## src/rtl/alarm_siren_ctrl_pkg.sv

```systemverilog
// Shared types and constants for the alarm siren controller.
// State encodings are visible on state_o and must not be renumbered.
package alarm_siren_ctrl_pkg;

    localparam int unsigned STATE_W = 3;
    localparam int unsigned TRIP_W  = 4;
    localparam logic [TRIP_W-1:0] TRIP_MAX = 4'd15;

    typedef enum logic [STATE_W-1:0] {
        StDisarmed   = 3'd0,
        StExitDelay  = 3'd1,
        StArmed      = 3'd2,
        StEntryDelay = 3'd3,
        StSiren      = 3'd4
    } state_e;

    function automatic logic [TRIP_W-1:0] trip_sat_inc(input logic [TRIP_W-1:0] val);
        return (val == TRIP_MAX) ? val : val + 1'b1;
    endfunction

endpackage

```

## src/rtl/alarm_siren_ctrl_if.sv

```systemverilog
// Decoder/user inputs and siren/status outputs of the alarm siren controller.
// The controller uses the slave modport; whoever drives the inputs uses master.
interface alarm_siren_ctrl_if;
    import alarm_siren_ctrl_pkg::*;

    logic              alarm_set;
    logic              secure;
    logic              alarm;
    logic              siren;
    logic              armed;
    logic              pending;
    logic [STATE_W-1:0] state_o;
    logic [TRIP_W-1:0]  trip_count;

    modport master (
        output alarm_set, secure, alarm,
        input  siren, armed, pending, state_o, trip_count
    );

    modport slave (
        input  alarm_set, secure, alarm,
        output siren, armed, pending, state_o, trip_count
    );

endinterface

```

## src/rtl/alarm_delay_cnt.sv

```systemverilog
// Loadable down-counter for the exit, entry and siren delays.
// Load has priority over enable; the count holds at zero instead of wrapping.
module alarm_delay_cnt #(
    parameter int unsigned CNT_W = 8
) (
    input  logic             clk,
    input  logic             reset,
    input  logic             load,
    input  logic [CNT_W-1:0] load_val,
    input  logic             en,
    output logic             zero
);

    logic [CNT_W-1:0] cnt_q, cnt_d;

    always_comb begin
        cnt_d = cnt_q;
        if (load) begin
            cnt_d = load_val;
        end else if (en && (cnt_q != '0)) begin
            cnt_d = cnt_q - 1'b1;
        end
    end

    always_ff @(posedge clk or posedge reset) begin
        if (reset) begin
            cnt_q <= '0;
        end else begin
            cnt_q <= cnt_d;
        end
    end

    assign zero = (cnt_q == '0);

endmodule

```

## src/rtl/alarm_siren_ctrl.sv

```systemverilog
// Alarm controller: exit delay, entry delay, timed siren and saturating trip counter.
// Moore outputs decoded from the registered state; disarm overrides everything.
module alarm_siren_ctrl
    import alarm_siren_ctrl_pkg::*;
#(
    parameter int unsigned EXIT_CYCLES  = 16,
    parameter int unsigned ENTRY_CYCLES = 8,
    parameter int unsigned SIREN_CYCLES = 32,
    parameter int unsigned CNT_W        = 8
) (
    input  logic               clk,
    input  logic               reset,
    alarm_siren_ctrl_if.slave  bus
);

    localparam logic [CNT_W-1:0] ExitLoad  = CNT_W'(EXIT_CYCLES - 1);
    localparam logic [CNT_W-1:0] EntryLoad = CNT_W'(ENTRY_CYCLES - 1);
    localparam logic [CNT_W-1:0] SirenLoad = CNT_W'(SIREN_CYCLES - 1);

    state_e            state_q, state_d;
    logic [TRIP_W-1:0] trip_q, trip_d;
    logic              cnt_load;
    logic [CNT_W-1:0]  cnt_load_val;
    logic              cnt_en;
    logic              cnt_zero;

    alarm_delay_cnt #(
        .CNT_W (CNT_W)
    ) u_delay_cnt (
        .clk      (clk),
        .reset    (reset),
        .load     (cnt_load),
        .load_val (cnt_load_val),
        .en       (cnt_en),
        .zero     (cnt_zero)
    );

    always_comb begin
        state_d      = state_q;
        trip_d       = trip_q;
        cnt_load     = 1'b0;
        cnt_load_val = '0;
        cnt_en       = 1'b0;

        if (!bus.alarm_set) begin
            state_d  = StDisarmed;
            cnt_load = 1'b1;
        end else begin
            unique case (state_q)
                StDisarmed: begin
                    if (bus.secure) begin
                        state_d      = StExitDelay;
                        cnt_load     = 1'b1;
                        cnt_load_val = ExitLoad;
                    end
                end
                StExitDelay: begin
                    if (cnt_zero) begin
                        state_d = StArmed;
                    end else begin
                        cnt_en = 1'b1;
                    end
                end
                StArmed: begin
                    if (bus.alarm) begin
                        state_d      = StEntryDelay;
                        cnt_load     = 1'b1;
                        cnt_load_val = EntryLoad;
                    end
                end
                StEntryDelay: begin
                    if (cnt_zero) begin
                        state_d      = StSiren;
                        cnt_load     = 1'b1;
                        cnt_load_val = SirenLoad;
                        trip_d       = trip_sat_inc(trip_q);
                    end else begin
                        cnt_en = 1'b1;
                    end
                end
                StSiren: begin
                    if (!cnt_zero) begin
                        cnt_en = 1'b1;
                    end else if (bus.alarm) begin
                        // Continuing intrusion extends the siren without counting a new trip.
                        cnt_load     = 1'b1;
                        cnt_load_val = SirenLoad;
                    end else begin
                        state_d = StArmed;
                    end
                end
                default: begin
                    state_d  = StDisarmed;
                    cnt_load = 1'b1;
                end
            endcase
        end
    end

    always_ff @(posedge clk or posedge reset) begin
        if (reset) begin
            state_q <= StDisarmed;
            trip_q  <= '0;
        end else begin
            state_q <= state_d;
            trip_q  <= trip_d;
        end
    end

    always_comb begin
        bus.pending    = (state_q == StExitDelay) || (state_q == StEntryDelay);
        bus.armed      = (state_q == StArmed) || (state_q == StEntryDelay) ||
                         (state_q == StSiren);
        bus.siren      = (state_q == StSiren);
        bus.state_o    = state_q;
        bus.trip_count = trip_q;
    end

endmodule

```

## src/flat_wrapper.sv

```systemverilog
// flat-port wrapper written by rule: the top's interface ports become plain ports
module alarm_siren_ctrl_flat import alarm_siren_ctrl_pkg::*;
#(
    parameter int unsigned EXIT_CYCLES  = 16,
    parameter int unsigned ENTRY_CYCLES = 8,
    parameter int unsigned SIREN_CYCLES = 32,
    parameter int unsigned CNT_W        = 8
)
  (clk, reset, bus_alarm_set, bus_secure, bus_alarm, bus_siren, bus_armed, bus_pending, bus_state_o, bus_trip_count);
  alarm_siren_ctrl_if bus_i ();
  input  logic clk;
  input  logic reset;
  input wire logic [$bits(bus_i.alarm_set)-1:0] bus_alarm_set;
  input wire logic [$bits(bus_i.secure)-1:0] bus_secure;
  input wire logic [$bits(bus_i.alarm)-1:0] bus_alarm;
  output wire logic [$bits(bus_i.siren)-1:0] bus_siren;
  output wire logic [$bits(bus_i.armed)-1:0] bus_armed;
  output wire logic [$bits(bus_i.pending)-1:0] bus_pending;
  output wire logic [$bits(bus_i.state_o)-1:0] bus_state_o;
  output wire logic [$bits(bus_i.trip_count)-1:0] bus_trip_count;
  assign bus_i.alarm_set = bus_alarm_set;
  assign bus_i.secure = bus_secure;
  assign bus_i.alarm = bus_alarm;
  assign bus_siren = bus_i.siren;
  assign bus_armed = bus_i.armed;
  assign bus_pending = bus_i.pending;
  assign bus_state_o = bus_i.state_o;
  assign bus_trip_count = bus_i.trip_count;
  alarm_siren_ctrl #(.EXIT_CYCLES(EXIT_CYCLES), .ENTRY_CYCLES(ENTRY_CYCLES), .SIREN_CYCLES(SIREN_CYCLES), .CNT_W(CNT_W)) u_core (.clk(clk), .reset(reset), .bus(bus_i));
endmodule
```

## config.mk

```make
export PLATFORM = sky130hd
export DESIGN_NAME = alarm_siren_ctrl_flat
export DESIGN_NICKNAME = d
export VERILOG_FILES = /design/src/rtl/alarm_siren_ctrl_pkg.sv /design/src/rtl/alarm_siren_ctrl_if.sv /design/src/rtl/alarm_delay_cnt.sv /design/src/rtl/alarm_siren_ctrl.sv /design/src/flat_wrapper.sv
export SDC_FILE = /design/constraint.sdc
export NUM_CORES = 1
export LEC_CHECK = 0
export BUFFER_PORTS_ARGS = -buffer_cell sky130_fd_sc_hd__buf_2
export CAP_MARGIN = 20
export CELL_PAD_IN_SITES_DETAIL_PLACEMENT = 0
export CELL_PAD_IN_SITES_GLOBAL_PLACEMENT = 1
export CORE_UTILIZATION = 29
export CTS_CLUSTER_SIZE = 10
export DETAILED_ROUTE_END_ITERATION = 8
export HOLD_SLACK_MARGIN = 0.06
export PLACE_DENSITY = 0.67
export SYNTH_ARGS = -nofsm -noshare
export SYNTH_HDL_FRONTEND = slang
export SYNTH_SLANG_ARGS = --single-unit
```

## constraint.sdc

```tcl
create_clock -name clk -period 2.25 [get_ports clk]
set_input_delay 0.5625 -clock clk [delete_from_list [all_inputs] [get_ports clk]]
set_output_delay 0.5625 -clock clk [all_outputs]
set_load 0.02 [all_outputs]
```

==> Word level (Yosys, flattened, before mapping) <==
Index checks and enable logic that the tools add are counted.
W data, S select, Z words.
{ "word_totals": {"regBits": 15, "input_bits": 5, "wordCells": 54} }
{ "op_classes": {"addsub": 2, "eq_ne": 11, "n_mux": 26, "bitwise": 1, "n_reduce_logical": 11} }
{ "op_table": {"columns": ["cell", "n"], "rows": [
  ["$mux W8", 4],
  ["$pmux W8 S4", 1],
  ["$mux W3", 8],
  ["$pmux W3 S5", 1],
  ["$mux W5", 2],
  ["$ne A3 B2 Y1 const B", 3],
  ["$ne A3 B3 Y1 const B", 3],
  ["$logic_not A8 Y1", 1],
  ["$mux W1", 8],
  ["$reduce_bool A8 Y1", 1],
  ["$sub A8 B1 Y8 const B", 1],
  ["$eq A3 B2 Y1 const B", 2],
  ["$reduce_and A6 Y1", 1],
  ["$pmux W1 S5", 1],
  ["$add A4 B1 Y4 const B", 1],
  ["$eq A4 B4 Y1 const B", 1],
  ["$mux W4", 1],
  ["$reduce_and A4 Y1", 1],
  ["$eq A3 B1 Y1 const B", 1],
  ["$eq A3 B3 Y1 const B", 1],
  ["$logic_not A3 Y1", 1],
  ["$logic_or A1 B1 Y1", 3],
  ["$reduce_or A3 Y1", 1],
  ["$reduce_bool A2 Y1", 1],
  ["other kinds (2)", 2]
]} }

==> Depth between registers and ports, before layout <==
Gate-level depths: netlist (run 1).
{ "logic_depth": {"depth_word": 7, "depth_mapped": 8} }

==> Hierarchy <==
From an unflattened synthesis (run 1), not the netlist that was laid out.
{ "hier_totals": {"cells_unflattened": 116, "hier_area_um2": 1062.3} }
{ "by_module_without_submodules": {"columns": ["mod", "instances", "cells_per_inst", "area_each_um2", "seq_area_each_um2"], "rows": [
  ["alarm_siren_ctrl", 1, 63, 566.8, 175.2],
  ["alarm_delay_cnt", 1, 53, 495.5, 200.2]
]} }

==> Worst setup path after synthesis (run 1) <==
OpenSTA, ideal clock, no wires.
{ "synth_path": {"path_kind": "reg-to-reg", "startpoint": "register u_core.state_q[1], in the netlist u_core.bus.state_o[1]", "endpoint": "register u_core.u_delay_cnt.cnt_q[3]", "setup_ns": 0.123, "arrival_time_ns": 1.918, "setup_slack_ns": 0.209, "stages_incl_launch_ff": 8, "n_path_buf": 2, "period_less_slack_ns": 2.041, "path_cell_list": "dfrtp_1 buf_6 and3b_1 o211a_1 or3_1 buf_6 a21o_1 o221a_1"} }
{ "synth_between": {"elab_chain_cells": 6, "elab_cells_between_ends": 15, "classes_between": "4 x eq/ne; 7 x mux; 4 x reduce/logical"} }
{ "synth_lines": {"columns": ["element", "line_no", "rtl"], "rows": [
  ["from (decl)", "alarm_siren_ctrl.sv:20", "state_e state_q, state_d;"],
  ["from (signal assigned)", "alarm_siren_ctrl.sv:102", "state_q <= StDisarmed;"],
  ["from (signal assigned)", "alarm_siren_ctrl.sv:105", "state_q <= state_d;"],
  ["$eq A3 B3 Y1 (tied with other cells)", "alarm_siren_ctrl.sv:49", "unique case (state_q)"],
  ["$reduce_or A3 Y1 (no source line)", null, null],
  ["$mux W1", null, null],
  ["$mux W1", "alarm_siren_ctrl.sv:45", "if (!bus.alarm_set) begin"],
  ["$logic_and A1 B1 Y1", "alarm_delay_cnt.sv:20", "end else if (en && (cnt_q != '0)) begin"],
  ["$reduce_bool A2 Y1 (no source line)", null, null],
  ["to (signal assigned)", "alarm_delay_cnt.sv:29", "cnt_q <= cnt_d;"],
  ["to (decl)", "alarm_delay_cnt.sv:14", "logic [CNT_W-1:0] cnt_q, cnt_d;"]
]} }
Several ways; a longest one is shown, not always the timed one.
A chain may end at the register's enable or synchronous reset.

==> Worst setup path in the final report (run 1) <==
{ "layout_path": {"startpoint": "register u_core.state_q[1], in the netlist u_core.bus.state_o[1]", "endpoint": "output port bus_armed"} }
{ "layout_between": {"elab_chain_cells": 3, "elab_cells_between_ends": 5, "classes_between": "3 x eq/ne; 2 x reduce/logical"} }
{ "layout_lines": {"columns": ["element", "line_no", "rtl"], "rows": [
  ["$eq A3 B2 Y1", "alarm_siren_ctrl.sv:112", "bus.armed = (state_q == StArmed) || (state_q == StEntryDelay) ||"],
  ["$logic_or A1 B1 Y1", "alarm_siren_ctrl.sv:112", null],
  ["$logic_or A1 B1 Y1 (*)", "alarm_siren_ctrl.sv:112", null],
  ["to (decl)", "flat_wrapper.sv:17", "output wire logic [$bits(bus_i.armed)-1:0] bus_armed;"]
]} }
Mark *: on every way between the ends. The rest lies on a longest branch, timed or not.

==> metrics, run 1 <==
number of cells produced by synthesis=102; initial antenna violation count=0; Post-Layout Cell Count=164; most area-hungry cell type in the Yosys netlist=sky130_fd_sc_hd__dfrtp_1; most frequent cell after synthesis=sky130_fd_sc_hd__dfrtp_1; total negative setup slack=0 ns; full die area=0.00358 mm2; Post-Syn Area per Cell=9.52 um2; synthesized area=971 um2; post-placement cell area=0.00108 mm2; die boundary width=59.9 um; number of buffers on the longest clock path=2; All-Layer GR Usage=13.5%; detailed placement HPWL=1550 um; reg-to-reg startpoint=u_core.u_delay_cnt.cnt_q[0]; Largest stage delay, worst path=0.50 ns; worst-case register-to-register setup slack=0.16 ns; list of cells traversed by the critical path=or3b_1 -> o21ai_0 -> buf_2; finished layout cell area=0.00112 mm2; status=finished, final reports clean; Die Ht=59.9 um; fill cell count=336; largest voltage drop on the vdd net=218 uV; Std-Cell Core Area=0.00310 mm2; Routed WL per cell=12.5 um; layout overhead on the synthesized area=15.9%; count of hold-fix buffers inserted at cts=0; Hold Fails Final Rpt=0; critical path startpoint category=flop; relative max-transition margin=62.8%; total number of H-tree levels=1; post-layout min period=2.10 ns; Total Routed Length=2060 um; fraction of layout cells with a size suffix above 1=24.2%; Antenna Cells=0; input/output buffers=14; list of most frequent post-synthesis cells=sky130_fd_sc_hd__dfrtp_1, sky130_fd_sc_hd__nor2_1, sky130_fd_sc_hd__inv_1; Critical path origin=u_core.bus.state_o[1]; Post-layout nets=129; share of the cycle needed by the critical path after routing=93.2%; Routed Antenna Nets=0; number of enable flip-flop cells after synthesis=0; DRC violations left=0; drt initial violations=41; most used flip-flop cell after synthesis=sky130_fd_sc_hd__dfrtp_1; Worst Clk Skew=0.0101 ns; Least-Margin Pin Slew=0.557 ns; final count of pins violating max slew=0; I/O pin count=15; classification of the worst-slack hold path=input pin to asynchronous set/reset pin; setup repair after global routing missed its margin=no; first-pass iteration count of the detailed router=4; asr flop ratio synth=100%; leakage power of the design=0.000549 uW; TritonCTS clock tree=built; endpoint class of the critical path=output port; vias in the first global route=799; Overflow after GRT=0; Setup violations, final=0; clock input transition at the sequential cells of the worst setup and hold paths=0.10 ns; category of the most critical setup path=flop to output port; first-pass GRT wire length=3510 um; reg-to-reg critical path endpoint=u_core.u_delay_cnt.cnt_q[3]; highest attainable clock frequency=477 MHz; largest net degree at the start of global routing=16; worst reg2reg path depth=9; number of distinct library cell variants in the gate-level netlist after synthesis=44; worst hold slack=0.307 ns; Inserted Clock Buffers=3; average via count per standard cell=4.84; Clk Latency, worst-skew pair=0.29 ns; Placer Congestion=0.775; initial core utilization=31.3%; Via Count=793; instance count after placement with tap cells included=159; clk root buf=sky130_fd_sc_hd__clkbuf_4; Net Count, Synth=110; highest-delay cell along the critical path=sky130_fd_sc_hd__dfrtp_1; capturing instance or port of the critical path=bus_armed; cell area power density=900 mW/mm2; cell types with the largest area share after synthesis=sky130_fd_sc_hd__dfrtp_1, sky130_fd_sc_hd__ha_1, sky130_fd_sc_hd__xor2_1; Max Cap Viol=0; TritonCTS Sinks=15; share of Yosys cell area claimed by the top area cell type=38.7%; biggest fanout along the worst timing path=12; flip-flop and latch count after synthesis=15; CP Data Required Time=1.69 ns; sequential-to-total area share from yosys stat=38.7%; number of warning messages in the yosys log=0; num rows=20; arrival time of data at the critical path endpoint=1.53 ns
==> cells by family (layout without fill, tap and decap cells) <==
logic type / Yosys count / after routing / share of synthesized area (%)
and+or+nand+nor: 37 / 37 / 22.8
DFF: 15 / 15 / 38.7
buffers and inverters: 13 / 31 / 7.86
xor gates and xnor gates: 6 / 6 / 5.41
AOI/OAI and AO/OA: 26 / 26 / 19.2
muxes: 2 / 2 / 2.19
adders and majority gates: 3 / 3 / 3.87
==> worst min path at each step <==
stage | from | endpoint | depth (start not counted)
after floorplan | reset | u_core.bus.state_o[0] | 1
after global placement | u_core.bus.trip_count[3] | u_core.bus.trip_count[3] | 1
after detailed placement | u_core.bus.trip_count[0] | u_core.bus.trip_count[0] | 1
after CTS | reset | u_core.bus.trip_count[1] | 2
after global routing | reset | u_core.bus.trip_count[1] | 2
final | reset | u_core.bus.trip_count[1] | 2
==> layout make-up <==
class                           instances  area (um2)  area share (%)
Tap cell                               44        55.1            4.89
Multi-Input combinational cell         74         524            46.6
Timing Repair Buffer                   20         115            10.2
Clock buffer                            3        22.5            2.00
Sequential cell                        15         377            33.5
Inverter                                7        26.3            2.34
Clock inverter                          1        5.00           0.445
==> routing by layer <==
metal | share of wire, % | global-route usage, % | vias to the layer above
met1 | 48 | 16.8 | 369
li1 | - | - | 405
met5 | 0 | 0 | -
met2 | 48 | 20.8 | 17
met4 | 1.3 | 7.64 | 0
met3 | 2.8 | 3.68 | 2
==> placed cells by master, fill, tap and decap left out, types with 2 or more instances in the layout <==
cell and n:
sky130_fd_sc_hd__buf_4 6, sky130_fd_sc_hd__nor3_1 4, sky130_fd_sc_hd__xnor2_1 2, sky130_fd_sc_hd__clkbuf_4 3, sky130_fd_sc_hd__a31oi_1 4, sky130_fd_sc_hd__ha_1 3, sky130_fd_sc_hd__o21a_1 2, sky130_fd_sc_hd__o221a_1 2
sky130_fd_sc_hd__o21ai_0 5, sky130_fd_sc_hd__inv_1 7, sky130_fd_sc_hd__a21oi_1 3, sky130_fd_sc_hd__dfrtp_1 14, sky130_fd_sc_hd__nand3_1 2, sky130_fd_sc_hd__buf_2 14, sky130_fd_sc_hd__nand2b_1 2, sky130_fd_sc_hd__nor2_1 9
sky130_fd_sc_hd__xor2_1 4, sky130_fd_sc_hd__nand2_1 4, sky130_fd_sc_hd__nor2b_1 2, sky130_fd_sc_hd__nor3b_1 2
==> where the power goes <==
part / internal [uW] / leakage (uW) / total (uW) / switching, uW
Sequential: 323 / 0.000201 / 396 / 73.6
Clock: 66.0 / 0.0000177 / 153 / 86.8
Combinational: 208 / 0.000330 / 463 / 255
==> critical path, delay by kind of cell (launching register included) <==
kind	cells	cell delay, ns
flip-flops	1	0.50
buffers and inverters	1	0.18
AND/OR/NAND/NOR	1	0.47
AO/OA/AOI/OAI	1	0.10
==> stage by stage <==
step                      util (%)  setup WS [ns]  power (uW)
after CTS                     35.8         0.0971        1010
final                         36.3          0.153        1010
after global placement        34.9          0.132         854
after global routing          36.3        0.00194        1100
after detailed placement      34.9          0.105         856
after floorplan                  -          0.209         720
==> flip-flops by register name, indices dropped and copies added (netlist names) <==
| name | cells |
|---|---|
| u_core.bus.trip_count | 4 |
| u_core.u_delay_cnt.cnt_q | 8 |
| u_core.bus.state_o | 3 |
==> timing repair <==
action,CTS,global route
setup buffers,0,1
gates resized for setup,0,2
setup endpoints to repair,0,4
Power figures use the tool's default switching activity.
==> inputs of run 2 (changes only) <==
Settings changed: ABC_AREA set to 1, PLACE_DENSITY 0.67 to 0.69.
==> run 2 against run 1 <==
  * Setup slack gained 0.24 ns
  * Global-route usage shrank 0.75 points
  * Synthesized cell count grew 27%
  * Utilization shrank 2.0 points
  * Register-to-register slack gained 0.52 ns
  * Sequential power grew 11%
  * First-iteration DRC count shrank 56%
  * Total power grew 34%
  * Critical path type unchanged
  * Critical endpoint is now bus_pending
  * Largest cell class unchanged
==> metrics, run 2 <==
initial core utilization=30.1% (-1.1 points); flip-flop and latch count after synthesis=15 (unchanged); Overflow after GRT=0 (unchanged); first-pass iteration count of the detailed router=4 (unchanged); clock input transition at the sequential cells of the worst setup and hold paths=0.09 ns (about the same); fraction of power spent switching nets=49.5% (+8.4 points); num rows=21 (+5.0%); initial antenna violation count=0 (unchanged); input/output buffers=14 (unchanged); Via Count=872 (+10%); list of most frequent post-synthesis cells=sky130_fd_sc_hd__nand2_1, sky130_fd_sc_hd__nor2_1, sky130_fd_sc_hd__nand3_1; fraction of layout cells with a size suffix above 1=19.9% (-4.3 points); arrival time of data at the critical path endpoint=1.30 ns (-0.23 ns); Clk Latency, worst-skew pair=0.28 ns (about the same); first-pass GRT wire length=3470 um (-1.2%); share of the cycle needed by the critical path after routing=82.7% (-10 points); most area-hungry cell type in the Yosys netlist=sky130_fd_sc_hd__dfrtp_1; Critical path origin=u_core.bus.state_o[2]; DRC violations left=0 (unchanged); clock share of power=11.3% (-3.8 points); total number of H-tree levels=1 (unchanged); Die Ht=60.9 um (+1.7%); CP Data Required Time=1.69 ns (about the same); Post-layout nets=155 (+20%); detailed placement HPWL=1610 um (+4.2%); endpoint class of the critical path=output port; highest attainable clock frequency=537 MHz (+13%); All-Layer GR Usage=12.7% (-0.75 points); Net Count, Synth=138 (+25%); Least-Margin Pin Slew=0.594 ns (+0.0367 ns); Worst Clk Skew=0.00447 ns (-0.00558 ns); leakage power of the design=0.000601 uW (+9.6%); sequential-to-total area share from yosys stat=37.3% (-1.3 points); Routed WL per cell=10.4 um (-17%); TritonCTS clock tree=built; drt initial violations=18 (-56%); number of distinct library cell variants in the gate-level netlist after synthesis=25 (-43%); clk root buf=sky130_fd_sc_hd__clkbuf_4; Routed Antenna Nets=0 (unchanged); Total Routed Length=2000 um (-2.7%); leading cell type in the layout, fill and taps excluded=sky130_fd_sc_hd__nand2_1; vias in the first global route=810 (+1.4%); sequential share of power=32.4% (-6.7 points); total internal power=686 uW (+15%); most used flip-flop cell after synthesis=sky130_fd_sc_hd__dfrtp_1; number of cells produced by synthesis=130 (+27%); largest net degree at the start of global routing=16 (unchanged); Inserted Clock Buffers=3 (unchanged); Max Cap Viol=0 (unchanged); post-layout min period=1.86 ns (-0.236 ns); die boundary width=60.9 um (+1.7%); critical path startpoint category=flop; number of enable flip-flop cells after synthesis=0 (unchanged); share of Yosys cell area claimed by the top area cell type=37.3% (-1.3 points); count of hold-fix buffers inserted at cts=0 (unchanged); setup repair after global routing missed its margin=no; finished layout cell area=0.00114 mm2 (+1.7%); switching power=671 uW (+62%); setup bufs post-CTS=0 (unchanged); biggest fanout along the worst timing path=6 (-6); full die area=0.00371 mm2 (+3.5%); category of the most critical setup path=flop to output port; TritonCTS Sinks=15 (unchanged); Post-Syn Area per Cell=7.74 um2 (-19%); Hold Fails Final Rpt=0 (unchanged); cell area power density=1190 mW/mm2 (+32%); status=finished, final reports clean; layout overhead on the synthesized area=13.7%; synthesized area=0.00101 mm2 (+3.6%); CTS-repair resized insts=0 (unchanged); reg-to-reg startpoint=u_core.bus.state_o[2]; total negative setup slack=0 ns (unchanged); cell types with the largest area share after synthesis=sky130_fd_sc_hd__dfrtp_1, sky130_fd_sc_hd__nand2_1, sky130_fd_sc_hd__nand3_1; relative max-transition margin=60.3% (-2.5 points); I/O pin count=15 (unchanged); Placer Congestion=0.778 (+0.36%); most frequent cell after synthesis=sky130_fd_sc_hd__nand2_1; Largest register FFs=8 (unchanged); worst hold slack=0.333 ns (+0.0255 ns); combinational share of power=56.3% (+10 points); asr flop ratio synth=100% (unchanged); average via count per standard cell=4.54 (-6.1%); leading cell types in the layout, fill and taps excluded=sky130_fd_sc_hd__nand2_1, sky130_fd_sc_hd__nor2_1, sky130_fd_sc_hd__nand3_1; Antenna Cells=0 (unchanged); post-placement cell area=0.00112 mm2 (+3.1%); final count of pins violating max slew=0 (unchanged); number of warning messages in the yosys log=0 (unchanged); number of buffers on the longest clock path=2 (unchanged); Setup violations, final=0 (unchanged); largest register by flop count=u_core.u_delay_cnt.cnt_q; Std-Cell Core Area=0.00334 mm2 (+7.5%); classification of the worst-slack hold path=input pin to asynchronous set/reset pin; largest voltage drop on the vdd net=375 uV (+72%)
-- run 2: routing by layer --
layer	vias to the layer above	global-route usage (%)	part of all wire [%]	wire length (um)
met4	0	7.79	2.9	58
met1	393	16.7	47	940
met2	25	19.9	46	928
met3	6	1.49	3.7	74
li1	448	-	-	-
met5	-	0	0	0
-- run 2: kinds of logic (layout without fill, tap and decap cells) --
| kind of cell | Yosys count | in the layout | share of synthesized area (%) |
|---|---|---|---|
| buffers and inverters | 16 | 32 | 6.84 |
| AND/OR/NAND/NOR | 78 | 78 | 38.1 |
| multiplexers | 1 | 1 | 1.12 |
| flip-flops | 15 | 15 | 37.3 |
| XOR/XNOR | 8 | 8 | 6.97 |
| adder cells (fa/ha/maj) | 3 | 3 | 3.73 |
| AO/OA/AOI/OAI | 9 | 9 | 5.97 |
-- run 2: worst paths after layout --
path	endpoint	slack, ns	depth (start not counted)
max in group asynchronous	u_core.u_delay_cnt.cnt_q[6]	1.53	2
min in group clk	u_core.bus.trip_count[3]	0.49	1
hold reg to reg	u_core.bus.trip_count[3]	0.49	1
hold / removal	u_core.bus.trip_count[1]	0.33	2
setup reg to reg	u_core.bus.state_o[0]	0.68	8
setup / recovery	bus_pending	0.39	4
-- run 2: power groups by stage --
stage / Clock, uW / Combinational [uW] / Sequential, uW
2_1_floorplan: 0 / 596 / 458
3_3_place_gp: 0 / 778 / 446
3_5_place_dp: 0 / 770 / 446
4_1_cts: 162 / 777 / 440
5_1_grt: 173 / 882 / 455
6_report: 153 / 764 / 440
-- run 2: worst max-delay path: stages (launching register included) --
cell	delay, ns
sky130_fd_sc_hd__dfrtp_1	0.47
sky130_fd_sc_hd__inv_1	0.17
sky130_fd_sc_hd__nand2_1	0.15
sky130_fd_sc_hd__inv_1	0.08
sky130_fd_sc_hd__buf_2	0.15
-- run 2: area by class of cell --
cell class	count	area, um2
fillers	390	2190
multi-input cells	99	562
flip-flops and latches	15	375
repair buffers	14	70.1
well taps	46	57.6
inverters	14	52.6
clock buffers	4	26.3
-- run 2: through the flow --
stage	power [uW]	instances	setup WS (ns)	utilization [%]
2_1_floorplan	1050	130	0.700	-
3_3_place_gp	1220	188	0.650	33.5
3_5_place_dp	1220	188	0.621	33.5
4_1_cts	1380	192	0.375	34.3
5_1_grt	1510	192	0.284	34.3
6_report	1360	192	0.389	34.3
==> inputs of run 3 (changes only) <==
Settings changed: ABC_AREA 1 to 0, PLACE_DENSITY 0.69 to 0.67.
Clock period 2.25 ns to 1.95 ns, I/O delays scaled along.
==> run 3 against run 2 <==
  * Hold slack worse by 0.087 ns
  * Critical endpoint is now bus_armed
  * Sequential cell count did not move
  * Design area increased by 19%
  * Critical path type unchanged
==> metrics, run 3 (same netlist as run 1, synthesis figures left out) <==
Die Ht=59.9 um (-1.7%); dominant delay contributor by cell family on the critical path=flip-flops; arrival time of data at the critical path endpoint=1.43 ns (+0.13 ns); TritonCTS clock tree=built; setup repair after global routing missed its margin=yes; Post-layout nets=156 (+0.65%); Bufs and invs on worst path=2 (-1); Via Count=932 (+6.9%); Routed WL per cell=12.6 um (+21%); post-placement cell area=0.00121 mm2 (+8.1%); TritonCTS Sinks=15 (unchanged); Total Routed Length=2410 um (+20%); drt initial violations=18 (unchanged); combinational share of power=54.9% (-1.4 points); Overflow after GRT=0 (unchanged); first-pass GRT wire length=4020 um (+16%); post-layout min period=1.92 ns; classification of the worst-slack hold path=input pin to asynchronous set/reset pin; overall power after layout=1360 uW (about the same); clock input transition at the sequential cells of the worst setup and hold paths=0.10 ns (about the same); highest-delay cell along the critical path=sky130_fd_sc_hd__dfrtp_2; total internal power=826 uW (+20%); Inserted Clock Buffers=3 (unchanged); Hold Fails Final Rpt=0 (unchanged); count of hold-fix buffers inserted at cts=0 (unchanged); largest voltage drop on the vdd net=414 uV (+10%); Critical path origin=u_core.bus.state_o[1]; total number of H-tree levels=1 (unchanged); clk root buf=sky130_fd_sc_hd__clkbuf_4; first-pass iteration count of the detailed router=4 (unchanged); leading cell types in the layout, fill and taps excluded=sky130_fd_sc_hd__buf_4, sky130_fd_sc_hd__buf_2, sky130_fd_sc_hd__dfrtp_1; leakage power of the design=0.000692 uW (+15%); critical path startpoint category=flop; sequential share of power=31.4% (-1.0 points); share of the cycle needed by the critical path after routing=98.5%; initial antenna violation count=0 (unchanged); final count of pins violating max slew=0 (unchanged); input/output buffers=14 (unchanged); Setup violations, final=0 (unchanged); largest net degree at the start of global routing=16 (unchanged); initial core utilization=31.3% (+1.1 points); fraction of power spent switching nets=39.2% (-10 points); CP Data Required Time=1.46 ns (-0.23 ns); full die area=0.00358 mm2 (-3.4%); number of buffers on the longest clock path=2 (unchanged); Std-Cell Core Area=0.00310 mm2 (-7.0%); Critical Path Most Common Cell=sky130_fd_sc_hd__buf_6; reg-to-reg startpoint=u_core.bus.state_o[1]; relative max-transition margin=59.8% (-0.57 points); fraction of layout cells with a size suffix above 1=42.2% (+22 points); Placer Congestion=0.808 (+3.9%); Least-Margin Pin Slew=0.603 ns (+0.00857 ns); Largest register FFs=8 (unchanged); Routed Antenna Nets=0 (unchanged); Antenna Cells=0 (unchanged); category of the most critical setup path=flop to output port; switching power=532 uW (-21%); I/O pin count=15 (unchanged); endpoint class of the critical path=output port; cell area power density=995 mW/mm2 (-16%); DRC violations left=0 (unchanged); vias in the first global route=878 (+8.4%); die boundary width=59.9 um (-1.7%); finished layout cell area=0.00137 mm2 (+19%); worst-case register-to-register setup slack=0.07 ns (-0.61 ns); list of cells traversed by the critical path=or3b_4 -> buf_6 -> o21ai_2 -> buf_6; Worst Clk Skew=0.00815 ns (+0.00368 ns); num rows=20 (-4.8%); status=finished, final reports clean; All-Layer GR Usage=15.5% (+2.8 points); leading cell type in the layout, fill and taps excluded=sky130_fd_sc_hd__buf_4; highest attainable clock frequency=521 MHz; average via count per standard cell=4.88 (+7.4%); layout overhead on the synthesized area=40.6%; detailed placement HPWL=1700 um (+5.5%); Largest stage delay, worst path=0.44 ns (-0.03 ns); clock share of power=13.6% (+2.3 points); Clk Latency, worst-skew pair=0.29 ns (about the same); largest register by flop count=u_core.u_delay_cnt.cnt_q; Max Cap Viol=0 (unchanged); biggest fanout along the worst timing path=3 (-3)
-- run 3: cell types whose count changed in the layout (fill, tap and decap cells not counted), moves of 4 or more --
| cell | delta |
|---|---|
| sky130_fd_sc_hd__nand3_1 | -14 |
| sky130_fd_sc_hd__nand2_1 | -27 |
| sky130_fd_sc_hd__inv_1 | -7 |
| sky130_fd_sc_hd__nor2_1 | -9 |
| sky130_fd_sc_hd__a31oi_1 | +4 |
| sky130_fd_sc_hd__buf_6 | +5 |
| sky130_fd_sc_hd__buf_4 | +30 |
-- run 3: metrics by stage --
stage,setup WS [ns],std cells,util [%],setup TNS (ns),hold slack (ns)
floorplan,-0.0571,102,-,-0.139,0.389
global route,-0.0185,191,44.0,-0.0528,0.293
global placement,0.0240,175,38.9,0,0.493
finish,0.0288,191,44.0,0,0.246
CTS,-0.00413,186,42.1,-0.00413,0.268
detailed placement,-0.0529,175,38.9,-0.0900,0.488
-- run 3: path summary, 6_finish.rpt --
path | to | depth (start not counted)
worst max-delay path | bus_armed | 4
worst min-delay path | u_core.u_delay_cnt.cnt_q[7] | 2
worst max register to register | u_core.u_delay_cnt.cnt_q[4] | 7
worst min register to register | u_core.bus.trip_count[3] | 1
max in group asynchronous | u_core.bus.state_o[1] | 2
min in group clk | u_core.bus.trip_count[3] | 1
-- run 3: routing by layer --
layer | track usage, % | vias to the layer above | routed length [um]
met4 | 7.64 | 0 | 42
met2 | 24.1 | 19 | 1130
li1 | - | 460 | -
met5 | 0 | - | 0
met3 | 3.68 | 4 | 78
met1 | 19.9 | 449 | 1160
-- run 3: repair_timing --
action,in CTS,in global routing
cloned,0,0
buffers inserted,7,6
gates resized for setup,6,7
endpoints found under the setup margin,6,11
pin swaps,1,3
-- run 3: area by class of cell --
class,count,area (um2)
clock inverters,1,5.00
well taps,44,55.1
repair buffers,47,342
clock buffers,3,22.5
inverters,7,26.3
multi-input cells,74,536
fillers,333,1740
flip-flops and latches,15,379
-- run 3: power by group through the flow --
stage | combinational, uW | clock, uW | sequential [uW]
CTS | 715 | 189 | 421
finish | 746 | 185 | 427
floorplan | 366 | 0 | 467
detailed placement | 646 | 0 | 447
global placement | 641 | 0 | 445
global route | 815 | 206 | 433
